File: config.mk
export PLATFORM = sky130hd
export DESIGN_NAME = nn_axis_result_tx
export DESIGN_NICKNAME = d
export VERILOG_FILES = /design/src/rtl/nn_axis_result_tx_pkg.sv /design/src/rtl/nn_frame_slot.sv /design/src/rtl/nn_axis_result_tx.sv
export SDC_FILE = /design/constraint.sdc
export NUM_CORES = 1
export LEC_CHECK = 0
export CAP_MARGIN = 15
export CORE_ASPECT_RATIO = 0.6
export CORE_MARGIN = 2
export CORE_UTILIZATION = 40
export CTS_CLUSTER_DIAMETER = 30
export DETAILED_ROUTE_END_ITERATION = 6
export MAX_ROUTING_LAYER = met4
export PLACE_DENSITY = 0.68
export SETUP_SLACK_MARGIN = 0.3
export SLEW_MARGIN = 20
export SYNTH_ARGS = -nofsm -noshare
export SYNTH_HDL_FRONTEND = slang
export SYNTH_SLANG_ARGS = --single-unit
File: constraint.sdc
create_clock -name s_axi_aclk -period 5.24 [get_ports s_axi_aclk]
set_input_delay 1.572 -clock s_axi_aclk [delete_from_list [all_inputs] [get_ports s_axi_aclk]]
set_output_delay 1.572 -clock s_axi_aclk [all_outputs]
set_load 0.05 [all_outputs]
File: src/rtl/nn_axis_result_tx_pkg.sv
// Shared defaults and state encoding for the network-result AXI-Stream transmitter.
package nn_axis_result_tx_pkg;

    localparam int unsigned DATA_WIDTH_DEF = 16;  // dataWidth
    localparam int unsigned NUM_OUT_DEF    = 10;  // numNeuronLayer4

    typedef enum logic {
        IDLE = 1'b0,
        SEND = 1'b1
    } tx_state_t;

endpackage

File: src/rtl/nn_frame_slot.sv
// One-frame register with load/clear and a valid flag; used for the hold and pending slots.
module nn_frame_slot
    import nn_axis_result_tx_pkg::*;
#(
    parameter int unsigned NUM_BEATS  = NUM_OUT_DEF + 1,
    parameter int unsigned DATA_WIDTH = DATA_WIDTH_DEF
) (
    input  logic                                 s_axi_aclk,
    input  logic                                 reset,
    input  logic                                 load,
    input  logic                                 clear,
    input  logic [NUM_BEATS-1:0][DATA_WIDTH-1:0] d,
    output logic [NUM_BEATS-1:0][DATA_WIDTH-1:0] q,
    output logic                                 valid
);

    // Load wins over clear so a slot can be emptied and refilled in the same cycle.
    always_ff @(posedge s_axi_aclk) begin
        if (reset) begin
            q     <= '0;
            valid <= 1'b0;
        end else if (load) begin
            q     <= d;
            valid <= 1'b1;
        end else if (clear) begin
            valid <= 1'b0;
        end
    end

endmodule

File: src/rtl/nn_axis_result_tx.sv
// Captures the final-layer output vector plus class index and streams it as one AXI-Stream packet.
module nn_axis_result_tx
    import nn_axis_result_tx_pkg::*;
#(
    parameter int unsigned NUM_OUT      = NUM_OUT_DEF,
    parameter int unsigned DATA_WIDTH   = DATA_WIDTH_DEF,
    parameter int unsigned APPEND_CLASS = 1,
    parameter int unsigned CNT_WIDTH    = 16
) (
    input  logic                          s_axi_aclk,
    input  logic                          reset,
    input  logic                          in_valid,
    input  logic [NUM_OUT*DATA_WIDTH-1:0] in_data,
    input  logic [31:0]                   in_class,
    output logic [DATA_WIDTH-1:0]         m_axis_tdata,
    output logic                          m_axis_tvalid,
    input  logic                          m_axis_tready,
    output logic                          m_axis_tlast,
    output logic                          busy,
    output logic [CNT_WIDTH-1:0]          frame_count,
    output logic [CNT_WIDTH-1:0]          drop_count
);

    localparam int unsigned NUM_BEATS = NUM_OUT + APPEND_CLASS;
    localparam int unsigned IDX_W     = (NUM_BEATS > 1) ? $clog2(NUM_BEATS) : 1;
    localparam int unsigned LAST_IDX  = NUM_BEATS - 1;
    localparam logic        SINGLE    = (NUM_BEATS == 1);

    tx_state_t state, state_n;
    logic [IDX_W-1:0] idx, idx_n, idx_inc;
    logic [DATA_WIDTH-1:0] tdata_n, class_beat;
    logic tvalid_n, tlast_n, handshake, at_last;
    logic hold_load, hold_clear, hold_from_pend, hold_valid;
    logic pend_load, pend_clear, pend_valid, pend_valid_n;
    logic frame_inc, drop_inc;
    logic [NUM_BEATS-1:0][DATA_WIDTH-1:0] in_beats, hold_d, hold_q, pend_q;
    logic unused_bits;

    generate
        if (DATA_WIDTH <= 32) begin : g_class_narrow
            assign class_beat = in_class[DATA_WIDTH-1:0];
        end else begin : g_class_wide
            assign class_beat = DATA_WIDTH'(in_class);
        end
        if (APPEND_CLASS != 0) begin : g_append
            assign in_beats = {class_beat, in_data};
        end else begin : g_no_append
            assign in_beats = in_data;
        end
    endgenerate

    assign unused_bits = ^{in_class, class_beat, hold_valid};
    assign hold_d      = hold_from_pend ? pend_q : in_beats;

    nn_frame_slot #(.NUM_BEATS(NUM_BEATS), .DATA_WIDTH(DATA_WIDTH)) u_hold (
        .s_axi_aclk (s_axi_aclk),
        .reset      (reset),
        .load       (hold_load),
        .clear      (hold_clear),
        .d          (hold_d),
        .q          (hold_q),
        .valid      (hold_valid)
    );

    nn_frame_slot #(.NUM_BEATS(NUM_BEATS), .DATA_WIDTH(DATA_WIDTH)) u_pend (
        .s_axi_aclk (s_axi_aclk),
        .reset      (reset),
        .load       (pend_load),
        .clear      (pend_clear),
        .d          (in_beats),
        .q          (pend_q),
        .valid      (pend_valid)
    );

    assign handshake    = m_axis_tvalid & m_axis_tready;
    assign idx_inc      = idx + IDX_W'(1);
    assign at_last      = (idx == IDX_W'(LAST_IDX));
    assign pend_valid_n = pend_load | (pend_valid & ~pend_clear);

    // Next-state, beat mux and slot control; a new frame presents beat 0 on the cycle after it loads.
    always_comb begin
        state_n        = state;
        idx_n          = idx;
        tdata_n        = m_axis_tdata;
        tlast_n        = m_axis_tlast;
        tvalid_n       = m_axis_tvalid;
        hold_load      = 1'b0;
        hold_clear     = 1'b0;
        hold_from_pend = 1'b0;
        pend_load      = 1'b0;
        pend_clear     = 1'b0;
        frame_inc      = 1'b0;
        drop_inc       = 1'b0;
        case (state)
            IDLE: begin
                if (in_valid) begin
                    hold_load = 1'b1;
                    state_n   = SEND;
                    idx_n     = '0;
                    tvalid_n  = 1'b1;
                    tdata_n   = in_beats[0];
                    tlast_n   = SINGLE;
                end
            end
            SEND: begin
                if (handshake && at_last) begin
                    frame_inc = 1'b1;
                    if (pend_valid) begin
                        hold_load      = 1'b1;
                        hold_from_pend = 1'b1;
                        pend_clear     = 1'b1;
                        pend_load      = in_valid;
                        idx_n          = '0;
                        tdata_n        = pend_q[0];
                        tlast_n        = SINGLE;
                    end else if (in_valid) begin
                        hold_load = 1'b1;
                        idx_n     = '0;
                        tdata_n   = in_beats[0];
                        tlast_n   = SINGLE;
                    end else begin
                        hold_clear = 1'b1;
                        state_n    = IDLE;
                        tvalid_n   = 1'b0;
                        tlast_n    = 1'b0;
                        tdata_n    = '0;
                    end
                end else begin
                    if (handshake) begin
                        idx_n   = idx_inc;
                        tdata_n = hold_q[idx_inc];
                        tlast_n = (idx_inc == IDX_W'(LAST_IDX));
                    end
                    if (in_valid) begin
                        if (!pend_valid) pend_load = 1'b1;
                        else             drop_inc  = 1'b1;
                    end
                end
            end
            default: state_n = IDLE;
        endcase
    end

    always_ff @(posedge s_axi_aclk) begin
        if (reset) begin
            state         <= IDLE;
            idx           <= '0;
            m_axis_tdata  <= '0;
            m_axis_tvalid <= 1'b0;
            m_axis_tlast  <= 1'b0;
            busy          <= 1'b0;
            frame_count   <= '0;
            drop_count    <= '0;
        end else begin
            state         <= state_n;
            idx           <= idx_n;
            m_axis_tdata  <= tdata_n;
            m_axis_tvalid <= tvalid_n;
            m_axis_tlast  <= tlast_n;
            busy          <= (state_n == SEND) | pend_valid_n;
            if (frame_inc) frame_count <= frame_count + CNT_WIDTH'(1);
            if (drop_inc && (drop_count != '1)) drop_count <= drop_count + CNT_WIDTH'(1);
        end
    end

endmodule

==> flow_summary.yaml <==
logic_synthesis:
  synthFlopType: "dfxtp_1"
  synth_area_per_cell_um2: 9.47
  ys_ff_latch: 409
  ys_seq_area_frac: 0.430
  synthesis.nets: 2213
  async_flop_share: 0
  ys_types: 51
  yosys_warnings: 0
  synth_edf_count: 0
  syn_inst: 2012
  syn_area_um2: 19000
final_layout:
  fin_area_um2: 23900
  drive_gt1_frac: 0.170
  num-fill-cells: 4093
  final_cell_mix: "dfxtp_1, nand2_1, nor2_1"
  final_nets: 2372
  area_growth_pct: 25.5
  final_common_cell: "dfxtp_1"
hold_path:
  min_path_type: "flip-flop to flip-flop"
  worstHoldStart: "u_pend.q[69]"
die:
  pin_count: 247
  core_um2: 46600
  die-width_um: 286
  rows: 61
  start_util: 0.408
  dieArea_um2: 49400
  fp.dieH_um: 173
sta:
  tns_ns: 0
  skew_ns: 0.0279
  hold_violations: 0
  slew_headroom: 0.273
  slew_violations: 0
  rsz0062_at_grt: "false"
  post-route-min-period_ns: 3.73
  worstMarginPinSlew_ns: 1.09
  post-route-period-util: 0.711
  setup_viol: 0
  fmax_ghz: 0.268
setup_path:
  crit_type: "input pin to flip-flop"
  crit_start: "m_axis_tready"
  cp-end-kind: "flip-flop"
  worstPathArrival_ns: 4.21
  startpoint_type: "input pin"
  cp.required_ns: 5.73
  worstReg2RegStart: "idx[1]"
  critPathMaxFanout: 84
detailed_routing:
  via_count: 15700
  via_per_inst: 5.48
  routedWlPerCell_um: 19.9
  drt_iter0_markers: 1510
  postRouteAntennaNets: 0
  drt_first_pass_iters: 5
  wl_um: 56800
  drc: 0
cts:
  cts_buffers: 69
  cts_buffer_depth: 3
  ctsResizeCount: 0
  clk_transition_reported_paths_ns: 0.05
  clock_latency_ns: 0.59
  cts_tree: "built"
  post_cts_buffers: 0
  cts-htree-levels: 3
  cts-root-buf: "clkbuf_16"
  clkSinkCount: 409
  cts_hold_buf: 0
global_route:
  grt_antenna_before_repair: 11
  grt_pass1_wl_um: 86800
  grt_start_max_net_pins: 105
  overflow: 0
  track_usage: 0.232
  grt_pass1_vias: 14900
power:
  power_density_nw_per_um2: 376
  p_leak_nw: 7.95
  vdd_drop_max_uv: 232
placement:
  dpl_cell_area_um2: 21500
  dp_hpwl_um: 39400
  io_buffer_count: 230
  gp_congestion: 0.868
status:
  status: "complete, no violations"
flow_run:
  maxCapViolCount: 0
Yosys cell counts (2+ instances only):
library cell  count  area share
a211oi_1         31       0.012
a211oi_2        162        0.11
a21o_1            2     0.00079
a21oi_1         186       0.049
a221oi_1         16      0.0074
a22oi_1          17      0.0067
a311oi_1          2     0.00092
and3_1            5      0.0016
and4_1            5      0.0023
buf_1             2     0.00039
buf_2            61       0.016
buf_4            15      0.0059
buf_6            35       0.021
buf_8             2      0.0016
clkbuf_1         62       0.012
dfxtp_1         409        0.43
ha_1              5      0.0033
inv_1             6      0.0012
mux2_2           16      0.0095
mux2i_1         177       0.093
mux4_2           32       0.038
nand2_1         364       0.072
nand3_1          13      0.0034
nand4_1          10      0.0033
nor2_1          232       0.046
nor2b_1           6      0.0020
nor3_1           29      0.0076
nor3b_1          34       0.013
nor4_1            3     0.00099
o21a_1            3      0.0012
o21ai_0           7      0.0018
o31ai_1          16      0.0063
or3_1             2     0.00066
xnor2_1          16      0.0074
xor2_1           13      0.0060
cells by family after synthesis:
kind of cell	Yosys count	share of synthesized area
multiplexers	225	0.140
XOR/XNOR	29	0.0133
flip-flops	409	0.430
AND/OR/NAND/NOR	712	0.158
buffers and inverters	183	0.0580
adder cells (fa/ha/maj)	5	0.00328
AO/OA/AOI/OAI	449	0.197
per-layer routing:
metal / up-vias / wire length (um) / global-route usage / part of all wire
met5: - / 0 / - / 0
met4: 0 / 1310 / 0.0637 / 0.023
met3: 93 / 5740 / 0.0740 / 0.10
met2: 591 / 23500 / 0.314 / 0.41
met1: 7537 / 26300 / 0.326 / 0.46
li1: 7468 / - / - / -
flip-flops by register name (all words and copies together) (netlist names):
signal         cells
drop_count        16
m_axis_tvalid      1
state              1
idx                4
frame_count       16
m_axis_tlast       1
u_hold.q         176
m_axis_tdata      16
u_pend.valid       1
busy               1
u_pend.q         176
report_power, final:
group          internal (mW)  switching (mW)  total, mW
Combinational          0.423           0.567      0.990
Clock                   2.93            1.64       4.57
Sequential              3.30           0.122       3.42
area by class of cell:
cell class	count	area (um^2)	share of cell area
diodes	9	22.5	0.000942
repair buffers	265	2750	0.115
multi-input cells	1420	9770	0.409
clock inverters	33	389	0.0163
clock buffers	90	1980	0.0828
well taps	630	788	0.0330
inverters	6	22.5	0.000942
flip-flops and latches	409	8190	0.343
worst max-delay path, stage by stage:
cell and delay, ns:
clkdlybuf4s50_1 0.54, nand3b_4 0.18, o21a_1 0.52, nor2_8 0.58, buf_12 0.43, nor2_1 0.11
a211oi_2 0.24
metrics by stage:
stage	instances	power [mW]	hold slack, ns	setup slack [ns]	util
finish	2862	8.98	0.450	1.51	0.513
detailed placement	2730	4.46	0.446	0.970	0.461
floorplan	2012	4.07	0.436	2.35	-
global placement	2730	4.43	0.441	1.05	0.461
CTS	2853	9.05	0.452	1.54	0.512
global route	2861	9.29	0.466	1.35	0.513
final timing paths:
check | end | slack (ns) | cells after the start
hold reg to reg | u_pend.q[69] | 0.45 | 2
setup reg to reg | m_axis_tdata[9] | 1.99 | 6
hold / removal | u_pend.q[69] | 0.45 | 2
setup / recovery | u_hold.q[61] | 1.51 | 7
Power figures use the tool's default switching activity.
